**src/rtl/stream_mem_loader.sv**
```systemverilog
// ---------------------------------------------------------------------------
// stream_mem_loader
//
// Runtime program loader. It consumes a framed byte stream and writes the
// payload into memory at the base address carried in the frame header. The
// CPU is held in reset while a frame is in progress.
//
// Frame: SYNC, ADDR_H, ADDR_L, LEN_H, LEN_L, LEN data bytes, [CSUM]
//
// Optional feature macro: LOADER_CHECKSUM_EN
//   defined   : a trailing CSUM byte is expected. The 8-bit sum of
//               ADDR_H..CSUM must be 0, otherwise err_code=1 (done still
//               pulses and the data stays written).
//   undefined : no CSUM byte; err_code never takes value 1.
//
// Ports:
//   clk         system clock
//   reset_n     synchronous active-low reset
//   in_valid    input byte valid
//   in_data     input byte
//   in_ready    byte accepted when in_valid & in_ready (low only in FINISH)
//   mem_we      single-cycle memory write strobe
//   mem_addr    write address (ADDR_W bits)
//   mem_wdata   write data
//   cpu_hold    high while loading; drives CPU reset
//   done        one-cycle pulse on frame completion
//   err_code    0 none, 1 checksum, 2 timeout; sticky until next SYNC
//   byte_count  payload bytes written in the current/last frame
// ---------------------------------------------------------------------------
module stream_mem_loader #(
  parameter int unsigned ADDR_W         = 16,
  parameter logic [7:0]  SYNC_BYTE      = 8'hA5,
  parameter int unsigned TIMEOUT_CYCLES = 50_000_000,
  parameter int unsigned HOLD_EXTRA     = 16
) (
  input  logic              clk,
  input  logic              reset_n,
  input  logic              in_valid,
  input  logic [7:0]        in_data,
  output logic              in_ready,
  output logic              mem_we,
  output logic [ADDR_W-1:0] mem_addr,
  output logic [7:0]        mem_wdata,
  output logic              cpu_hold,
  output logic              done,
  output logic [1:0]        err_code,
  output logic [15:0]       byte_count
);

  typedef enum logic [2:0] {
    S_IDLE,
    S_ADDR_H,
    S_ADDR_L,
    S_LEN_H,
    S_LEN_L,
    S_DATA,
    S_CSUM,
    S_FINISH
  } state_t;

`ifdef LOADER_CHECKSUM_EN
  localparam state_t     AFTER_DATA = S_CSUM;
  localparam logic [1:0] ERR_CSUM   = 2'd1;
`else
  localparam state_t     AFTER_DATA = S_FINISH;
`endif
  localparam logic [1:0] ERR_NONE = 2'd0;
  localparam logic [1:0] ERR_TMO  = 2'd2;

  localparam int unsigned   TMO_W    = $clog2(TIMEOUT_CYCLES);
  localparam logic [TMO_W-1:0] TMO_LAST = TMO_W'(TIMEOUT_CYCLES - 1);
  localparam int unsigned   HOLD_W   = (HOLD_EXTRA > 0) ? $clog2(HOLD_EXTRA + 1) : 1;
  localparam logic [HOLD_W-1:0] HOLD_INIT = HOLD_W'(HOLD_EXTRA);

  state_t              state_q, state_d;
  logic [7:0]          hi_q, hi_d;
  logic [ADDR_W-1:0]   addr_q, addr_d;
  logic [15:0]         len_q, len_d;
  logic                mem_we_q, mem_we_d;
  logic [ADDR_W-1:0]   mem_addr_q, mem_addr_d;
  logic [7:0]          mem_wdata_q, mem_wdata_d;
  logic                cpu_hold_q, cpu_hold_d;
  logic                done_q, done_d;
  logic [1:0]          err_q, err_d;
  logic [15:0]         cnt_q, cnt_d;
  logic [TMO_W-1:0]    tmo_q, tmo_d;
  logic [HOLD_W-1:0]   hold_q, hold_d;
`ifdef LOADER_CHECKSUM_EN
  logic [7:0]          sum_q, sum_d;
`endif

  logic        accept;
  logic [15:0] hdr_word;

  // High header byte is parked in hi_q; the low byte completes the word.
  assign hdr_word = {hi_q, in_data};

  // -------------------------------------------------------------------------
  // State register
  // -------------------------------------------------------------------------
  always_ff @(posedge clk) begin
    if (!reset_n) begin
      state_q     <= S_IDLE;
      hi_q        <= '0;
      addr_q      <= '0;
      len_q       <= '0;
      mem_we_q    <= 1'b0;
      mem_addr_q  <= '0;
      mem_wdata_q <= '0;
      cpu_hold_q  <= 1'b0;
      done_q      <= 1'b0;
      err_q       <= ERR_NONE;
      cnt_q       <= '0;
      tmo_q       <= '0;
      hold_q      <= '0;
`ifdef LOADER_CHECKSUM_EN
      sum_q       <= '0;
`endif
    end else begin
      state_q     <= state_d;
      hi_q        <= hi_d;
      addr_q      <= addr_d;
      len_q       <= len_d;
      mem_we_q    <= mem_we_d;
      mem_addr_q  <= mem_addr_d;
      mem_wdata_q <= mem_wdata_d;
      cpu_hold_q  <= cpu_hold_d;
      done_q      <= done_d;
      err_q       <= err_d;
      cnt_q       <= cnt_d;
      tmo_q       <= tmo_d;
      hold_q      <= hold_d;
`ifdef LOADER_CHECKSUM_EN
      sum_q       <= sum_d;
`endif
    end
  end

  // -------------------------------------------------------------------------
  // Next-state logic
  // -------------------------------------------------------------------------
  always_comb begin
    state_d     = state_q;
    hi_d        = hi_q;
    addr_d      = addr_q;
    len_d       = len_q;
    mem_we_d    = 1'b0;
    mem_addr_d  = mem_addr_q;
    mem_wdata_d = mem_wdata_q;
    cpu_hold_d  = cpu_hold_q;
    err_d       = err_q;
    cnt_d       = cnt_q;
    tmo_d       = '0;
    hold_d      = hold_q;
`ifdef LOADER_CHECKSUM_EN
    sum_d       = sum_q;
`endif

    case (state_q)
      S_IDLE: begin
        if (accept && (in_data == SYNC_BYTE)) begin
          state_d    = S_ADDR_H;
          cpu_hold_d = 1'b1;
          err_d      = ERR_NONE;
          cnt_d      = '0;
`ifdef LOADER_CHECKSUM_EN
          sum_d      = '0;
`endif
        end
      end
      S_ADDR_H: begin
        if (accept) begin
          hi_d    = in_data;
          state_d = S_ADDR_L;
        end
      end
      S_ADDR_L: begin
        if (accept) begin
          addr_d  = hdr_word[ADDR_W-1:0];
          state_d = S_LEN_H;
        end
      end
      S_LEN_H: begin
        if (accept) begin
          hi_d    = in_data;
          state_d = S_LEN_L;
        end
      end
      S_LEN_L: begin
        if (accept) begin
          len_d   = hdr_word;
          state_d = (hdr_word == 16'd0) ? AFTER_DATA : S_DATA;
        end
      end
      S_DATA: begin
        if (accept) begin
          mem_we_d    = 1'b1;
          mem_addr_d  = addr_q;
          mem_wdata_d = in_data;
          addr_d      = addr_q + ADDR_W'(1);
          cnt_d       = cnt_q + 16'd1;
          len_d       = len_q - 16'd1;
          if (len_q == 16'd1) begin
            state_d = AFTER_DATA;
          end
        end
      end
`ifdef LOADER_CHECKSUM_EN
      S_CSUM: begin
        if (accept) begin
          err_d   = ((sum_q + in_data) == 8'h00) ? ERR_NONE : ERR_CSUM;
          state_d = S_FINISH;
        end
      end
`endif
      S_FINISH: begin
        if (hold_q == '0) begin
          state_d    = S_IDLE;
          cpu_hold_d = 1'b0;
        end else begin
          hold_d = hold_q - HOLD_W'(1);
        end
      end
      default: state_d = S_IDLE;
    endcase

`ifdef LOADER_CHECKSUM_EN
    // Running sum over every byte after SYNC, including the CSUM byte itself.
    if (accept && (state_q != S_IDLE) && (state_q != S_FINISH)) begin
      sum_d = sum_q + in_data;
    end
`endif

    // Inactivity watchdog; the abort overrides whatever the case above chose.
    if ((state_q != S_IDLE) && (state_q != S_FINISH)) begin
      if (accept) begin
        tmo_d = '0;
      end else if (tmo_q == TMO_LAST) begin
        state_d    = S_IDLE;
        cpu_hold_d = 1'b0;
        err_d      = ERR_TMO;
      end else begin
        tmo_d = tmo_q + TMO_W'(1);
      end
    end

    if ((state_d == S_FINISH) && (state_q != S_FINISH)) begin
      hold_d = HOLD_INIT;
    end
    done_d = (state_d == S_FINISH) && (state_q != S_FINISH);
  end

  // -------------------------------------------------------------------------
  // Outputs
  // -------------------------------------------------------------------------
  always_comb begin
    in_ready = (state_q != S_FINISH);
    accept   = in_valid & in_ready;
  end

  assign mem_we     = mem_we_q;
  assign mem_addr   = mem_addr_q;
  assign mem_wdata  = mem_wdata_q;
  assign cpu_hold   = cpu_hold_q;
  assign done       = done_q;
  assign err_code   = err_q;
  assign byte_count = cnt_q;

endmodule

```
**config.mk**
```make
export PLATFORM = sky130hd
export DESIGN_NAME = stream_mem_loader
export DESIGN_NICKNAME = d
export VERILOG_FILES = /design/src/rtl/stream_mem_loader.sv
export SDC_FILE = /design/constraint.sdc
export NUM_CORES = 1
export LEC_CHECK = 0
export ABC_AREA = 1
export CORE_ASPECT_RATIO = 1.75
export CORE_MARGIN = 2
export CORE_UTILIZATION = 50
export CTS_BUF_LIST = sky130_fd_sc_hd__clkbuf_2
export CTS_CLUSTER_DIAMETER = 30
export DETAILED_ROUTE_END_ITERATION = 7
export GPL_ROUTABILITY_DRIVEN = 0
export PLACE_DENSITY_LB_ADDON = 0.08
export SYNTH_ARGS = -nofsm -noshare
export SYNTH_HDL_FRONTEND = slang
export SYNTH_SLANG_ARGS = --single-unit
```
**constraint.sdc**
```tcl
create_clock -name clk -period 3.97 [get_ports clk]
set_input_delay 1.191 -clock clk [delete_from_list [all_inputs] [get_ports clk]]
set_output_delay 1.191 -clock clk [all_outputs]
set_load 0.1 [all_outputs]
```
Word-level counts from Yosys, hierarchy flattened:

Index checks and enable logic that the tools add are counted.

* add/sub/neg operators: 5
* eq/ne operators: 16
* muxes and demuxes: 36
* bitwise operators: 4
* reductions and logical operators: 22

Operator list (count)
* $pmux W16 S2: 3
* $mux W16: 5
* $mux W3: 11
* $add A16 B1 Y16 const B: 2
* $add A26 B1 Y26 const B: 1
* $eq A26 B26 Y1 const B: 1
* $pmux W3 S7: 1
* $eq A16 B1 Y1 const B: 1
* $logic_not A16 Y1: 1
* $sub A16 B1 Y16 const B: 1
* $mux W5: 3
* $eq A3 B3 Y1 const B: 4
* $mux W2: 6
* $ne A2 B2 Y1 const B: 5
* $reduce_and A2 Y1: 5
* $reduce_and A3 Y1: 3
* $eq A8 B8 Y1 const B: 1
* $reduce_bool A2 Y1: 4
* $eq A3 B2 Y1 const B: 2
* $mux W1: 6
* $logic_not A5 Y1: 1
* $sub A5 B1 Y5 const B: 1
* $reduce_or A2 Y1: 2
* $reduce_or A4 Y1: 1
* other kinds (8): 12

* register bits after elaboration: 119
* input bits: 11
* logic and storage cells: 97

Longest topological paths before layout:

Gate-level depths: netlist (run 1).

* depth after elaboration: 12
* depth in mapped cells: 14
* gate-level depth less buffers: 14

Least setup slack after synthesis (run 1):

Ideal clock, no wire load.

* path type: input-to-reg
* start: input in_data[3]
* end: register cnt_q[9], in the netlist byte_count[9]
* library setup time: 116 ps
* arrival time: 2080 ps
* data required time: 3854 ps
* slack: 1774 ps
* stages: 9
* buffers on the path: 1
* cells stage by stage: inv_1 > nand4_1 > nor2_1 > nand2_4 > nand2_4 > buf_6 > nand4_1 > nand2_1 > nor2_1

* cells in the longest elaborated chain, start to end: 4

RTL lines
* start, declared: line 39 `input logic [7:0] in_data,`
* $eq A8 B8 Y1: line 161 `if (accept && (in_data == SYNC_BYTE)) begin`
* $logic_and A1 B1 Y1: line 161
* $ne A2 B2 Y1 (no source line)
* $reduce_and A3 Y1 (no source line)
* end signal, assigned: line 130 `cnt_q <= cnt_d;`
* end, declared: line 85 `logic [15:0] cnt_q, cnt_d;`

No other way between the ends.
A chain may end at the register's enable or synchronous reset.

Worst setup path after layout (run 1):

* start: register cnt_q[2], in the netlist byte_count[2]
* end: output byte_count[2]

RTL lines
* end, declared: line 47 `output logic [15:0] byte_count`

No word-level cell between the ends.

==> impl_metrics.json, run 1 <==
{
  "cp_top_family": "buffers and inverters",
  "synth_top_area_cell": "dfxtp_1",
  "p_leak_nw": 2.75,
  "clkLatencyLatePin_ps": 690,
  "die_y_um": 152,
  "clk_pin_slew_ps": 210,
  "muxShareOfSynthArea_pct": 0,
  "pin_count": 57,
  "synth_top_area_share_pct": 38.0,
  "drive_gt1_share_pct": 10.9,
  "drtPass1Iterations": 7,
  "worstHoldStart": "tmo_q[0]$_SDFF_PP0_",
  "layout.cells.non_filler": 1147,
  "start_util_pct": 50.7,
  "coreArea_um2": 12400,
  "gr-usage-all-layers_pct": 24.6,
  "crit_required_ps": 2780,
  "netSwitchingPower_mw": 0.537,
  "cp_data_arrival_time_ps": 2300,
  "layout_common_cells": "nand2_1, nor2_1, dfxtp_1, inv_1, o21ai_0",
  "postRouteAntennaNets": 0,
  "cts.repair.resized": 0,
  "synthSimpleGateAreaFrac_pct": 33.6,
  "avgSynthCellArea_um2": 6.86,
  "status": "finished clean",
  "synth_compound_area_share_pct": 16.3,
  "power_density_nw_per_um2": 278,
  "fill_cells": 1234,
  "fp-row-count": 54,
  "worstPathCellList": "clkdlybuf4s50_1",
  "endpoint": "byte_count[2]",
  "yosysSeqAreaShare_pct": 38.0,
  "dp.cells": 1114,
  "synth_cell_types": 45,
  "syn_inst": 914,
  "slowest_delay_ps": 1160,
  "viasPerCell": 5.31,
  "switching_share_pct": 27.2,
  "rsz0062_at_grt": "false",
  "synth_top_family_by_area": "simple AND/OR/NAND/NOR gates",
  "regToRegSetupSlack_ps": 1620,
  "power_frac_clock_pct": 36.6,
  "final.min_clock_period_ps": 3490,
  "slew_violations": 0,
  "startpoint_type": "flop",
  "layout_commonest_cell": "nand2_1",
  "reg2reg_to": "hold_q[4]$_SDFFE_PN0P_",
  "cts-root-buf": "clkbuf_2",
  "drc": 0,
  "finalHoldViolCount": 0,
  "syn-num-nets": 932,
  "grt_pass1_vias": 5573,
  "grt_overflow": 0,
  "area_growth_pct": 13.4,
  "path_depth": 1,
  "syn-cell-area_um2": 6270,
  "critical_path_buf_inv_count": 1,
  "grt_pass1_wl_um": 26000,
  "hold_buffers": 0,
  "postRouteWirelength_um": 16100,
  "cp-end-kind": "output pin",
  "die_x_um": 88.6,
  "hpwlAfterDp_um": 11900,
  "wl_per_cell_um": 14.1,
  "synthAdderAreaFrac_pct": 1.40,
  "port_buffers": 56,
  "fin_worst_skew_ps": 36.0,
  "rr_worst_depth": 9,
  "die-area_um2": 13500,
  "crit_type": "flop to output pin",
  "cts_tree": "done",
  "min_path_type": "flop to flop",
  "ys_warn_count": 0,
  "antenna_found_initial": 1,
  "relSlewSlack_pct": 33.9,
  "numCtsBuffers": 17,
  "path_max_fanout": 5,
  "internal-power_mw": 1.44,
  "post_cts_buffers": 0,
  "period_share_pct": 88.0,
  "setup_violations": 0,
  "pwr-share-comb_pct": 2.8,
  "synth_xor_area_share_pct": 2.38,
  "r2r-start": "state_q[1]$_SDFF_PN0_",
  "drt-initial-drc-count": 340,
  "vdd_drop_max_mv": 0.227,
  "clockBufferDepth": 2,
  "pwr-share-seq_pct": 60.6,
  "grt_max_degree": 43,
  "synth_area_leaders": "dfxtp_1, nand2_1, nor2_1",
  "fmax_ghz": 0.286,
  "num_vias": 6089,
  "cap_violations": 0,
  "synth-seq-cells": 119,
  "final_cell_area_um2": 7110,
  "startpoint": "byte_count[2]$_SDFFE_PN0P_",
  "final.setup.tns_ps": 0,
  "nets": 983,
  "h-tree-depth": 4,
  "cp_slowest_cell": "clkdlybuf4s50_1",
  "worst_pin_slew_ps": 989,
  "numClockSinks": 119,
  "placed_area_um2": 6890
}
-- cells in the mapped netlist (all sizes together) --
master / instances
and3: 4
xor2: 10
nand2: 179
o211ai: 1
nor3b: 5
buf: 19
nand3: 42
or2: 7
clkbuf: 9
a211oi: 1
nor2: 156
o21a: 3
o21ai: 92
nand4: 24
nor4: 1
nand3b: 4
a31o: 3
a31oi: 10
o21bai: 2
clkinv: 2
dfxtp: 119
a21oi: 79
ha: 7
inv: 98
nor3: 29
xnor2: 7
a21boi: 1
-- power by group through the flow --
stage / Clock [mW] / Sequential, mW / Combinational [mW]
global placement: 0 / 1.22 / 0.0558
finish: 0.723 / 1.20 / 0.0561
CTS: 0.751 / 1.20 / 0.0558
floorplan: 0 / 1.22 / 0.0301
global route: 0.803 / 1.20 / 0.0616
detailed placement: 0 / 1.22 / 0.0558
-- state kept, by name, summed over array words and instances, names as in the netlist --
name and count:
mem_wdata 8, cpu_hold 1, tmo_q 26, done 1, state_q 3, hi_q 8
mem_addr 16, byte_count 16, len_q 16, err_code 2, addr_q 16, hold_q 5
mem_we 1
-- kinds of logic (layout without fill, tap and decap cells) --
group / count (synthesis) / in the layout
AO/OA/AOI/OAI: 192 / 192
AND/OR/NAND/NOR: 451 / 451
adder cells (fa/ha/maj): 7 / 7
buffers and inverters: 128 / 192
other: 0 / 1
XOR/XNOR: 17 / 17
flip-flops: 119 / 119
-- final cells by class --
class	instances	area, um^2	area share [%]
diodes	1	2.50	0.0352
flip-flops and latches	119	2380	33.5
clock inverters	15	130	1.83
well taps	168	210	2.96
inverters	100	375	5.28
multi-input cells	667	3360	47.3
repair buffers	60	561	7.88
clock buffers	17	85.1	1.20
-- worst min path at each step --
stage / to / cells after the start / slack [ps]
6_report: tmo_q[0]$_SDFF_PP0_ / 1 / 470
5_1_grt: err_code[1]$_SDFF_PN0_ / 2 / 520
3_3_place_gp: tmo_q[0]$_SDFF_PP0_ / 1 / 430
3_5_place_dp: tmo_q[0]$_SDFF_PP0_ / 1 / 440
2_1_floorplan: tmo_q[0]$_SDFF_PP0_ / 1 / 420
4_1_cts: tmo_q[0]$_SDFF_PP0_ / 1 / 470
-- stage by stage --
stage	hold slack (ps)	util, %	setup slack (ps)	total power, mW
after floorplan	418	-	1770	1.25
after global placement	431	55.7	888	1.28
after detailed placement	444	55.7	866	1.28
after CTS	474	57.5	430	2.00
after global routing	517	57.5	333	2.06
final	469	57.5	476	1.98
-- per-layer routing --
metal  vias to the layer above  global-route usage [%]  wire length [um]
li1                       3113                       -                 -
met1                      2786                    26.8              6290
met2                       153                    43.7              8610
met3                        37                    5.32               637
met4                         0                    11.1               597
met5                         -                       0                 0
(Power assumes the default switching activity.)
==> run 2: changes to the inputs <==
Settings changed: SKIP_LAST_GASP set to 1.
==> results of run 2 <==
Final layout, timing and power as in run 1 (identical DEF).
==> run 3: changes to the inputs <==
Settings changed: CELL_PAD_IN_SITES_DETAIL_PLACEMENT set to 0, CELL_PAD_IN_SITES_GLOBAL_PLACEMENT set to 1, CORE_UTILIZATION 50 to 43.
Clock period 3.97 ns to 4 ns, I/O delays scaled along.
==> impl_metrics.json, run 3 (synthesis results as in run 1) <==
{
  "hold_buffers": 0,
  "coreArea_um2": 14300,
  "met2_usage_pct": 41.9,
  "pin_count": 57,
  "final.min_clock_period_ps": 3540,
  "antenna_found_initial": 1,
  "gr-max-usage-layer": "met2",
  "wl_per_cell_um": 15.0,
  "met3_usage_pct": 4.04,
  "drt-initial-drc-count": 289,
  "grt_max_degree": 43,
  "vdd_drop_max_mv": 0.165,
  "post_cts_buffers": 0,
  "grt_pass1_vias": 5807,
  "hpwlAfterDp_um": 13000,
  "clk_pin_slew_ps": 220,
  "regMostFlops": "tmo_q",
  "numClockSinks": 119,
  "fin_worst_skew_ps": 48.3,
  "port_buffers": 56,
  "multi_input_area_um2": 3360,
  "h-tree-depth": 4,
  "fp-row-count": 58,
  "startpoint_type": "flop",
  "grt_overflow": 0,
  "slew_violations": 0,
  "drc": 0,
  "setup_ws_ps": 455,
  "numCtsBuffers": 17,
  "cts.repair.resized": 0,
  "layout_common_cells": "nand2_1, nor2_1, dfxtp_1, inv_1, o21ai_0",
  "num_vias": 6088,
  "setup_violations": 0,
  "critical_path_buf_inv_count": 1,
  "area_growth_pct": 14.4,
  "clkLatencyLatePin_ps": 680,
  "drtPass1Iterations": 5,
  "gr-usage-met1_pct": 24.5,
  "period_share_pct": 88.6,
  "status": "finished clean",
  "rsz0062_at_grt": "false",
  "crit_type": "flop to output pin",
  "grt_pass1_wl_um": 28000,
  "viasPerCell": 5.26,
  "slowest_delay_ps": 1170,
  "layout_commonest_cell": "nand2_1",
  "crit_required_ps": 2800,
  "die_x_um": 95.3,
  "worst_pin_slew_ps": 1030,
  "finalHoldViolCount": 0,
  "clockBufferDepth": 2,
  "cts_tree": "done",
  "start_util_pct": 43.8,
  "cts-root-buf": "clkbuf_2",
  "cp_slowest_cell": "clkdlybuf4s50_1",
  "p_leak_nw": 2.77,
  "drive_gt1_share_pct": 10.2,
  "gr-usage-all-layers_pct": 23.2,
  "cp_data_arrival_time_ps": 2340,
  "pre_cts_slack_ps": 923,
  "power_density_nw_per_um2": 293,
  "fill_cells": 1502,
  "relSlewSlack_pct": 31.4,
  "final.setup.tns_ps": 0,
  "cap_violations": 0,
  "die_y_um": 164,
  "postRouteWirelength_um": 17400,
  "seq_area_um2": 2380,
  "fmax_ghz": 0.282,
  "worstPathCellList": "clkdlybuf4s50_1",
  "die-area_um2": 15600,
  "largest_reg_flops": 26,
  "cp-end-kind": "output pin",
  "min_path_type": "flop to flop",
  "postRouteAntennaNets": 0,
  "cp_top_family": "buffers and inverters",
  "nets": 982,
  "path_max_fanout": 7
}
run 3: worst paths after layout:
check	startpoint	endpoint	slack, ps	cells after the start
min reg2reg	tmo_q[0]$_SDFF_PP0_	tmo_q[0]$_SDFF_PP0_	460	1
max reg2reg	state_q[0]$_SDFF_PN0_	addr_q[7]$_SDFFE_PN0P_	1640	6
min	tmo_q[0]$_SDFF_PP0_	tmo_q[0]$_SDFF_PP0_	460	1
max	byte_count[9]$_SDFFE_PN0P_	byte_count[9]	460	1
run 3: through the flow:
stage | cells | util, % | total power [mW] | instance area, um^2 | hold slack (ps)
2_1_floorplan | 914 | - | 1.24 | 6270 | 418
3_3_place_gp | 1125 | 48.3 | 1.27 | 6910 | 426
3_5_place_dp | 1125 | 48.3 | 1.27 | 6910 | 441
5_1_grt | 1158 | 50.2 | 2.20 | 7170 | 504
4_1_cts | 1157 | 50.1 | 2.13 | 7170 | 469
6_report | 1158 | 50.2 | 2.10 | 7170 | 465
run 3: final cells by class:
type | instances | area share, %
multi-input combinational | 667 | 46.9
clock buffer | 17 | 1.19
tap | 180 | 3.14
inverter | 100 | 5.23
sequential | 119 | 33.2
clock inverter | 15 | 2.48
antenna | 1 | 0.0349
timing repair buffer | 59 | 7.82
run 3: routing by layer:
metal | vias to the layer above | wire, um
met5 | - | 0
met4 | 0 | 890
met3 | 44 | 553
met2 | 131 | 9250
met1 | 2813 | 6700
li1 | 3100 | -
run 3: worst reg2reg max path: stages (launching register included):
cell     delay [ps]
dfxtp_1         570
nand3_4         470
nand2_1         190
nand2_1         240
inv_1           520
o21ai_0         160
a31oi_1         170
run 3: where the power goes:
group          total, mW  internal [mW]  switching, mW
combinational     0.0565         0.0177         0.0388
sequential          1.19           1.19       0.000309
clock              0.858          0.353          0.505
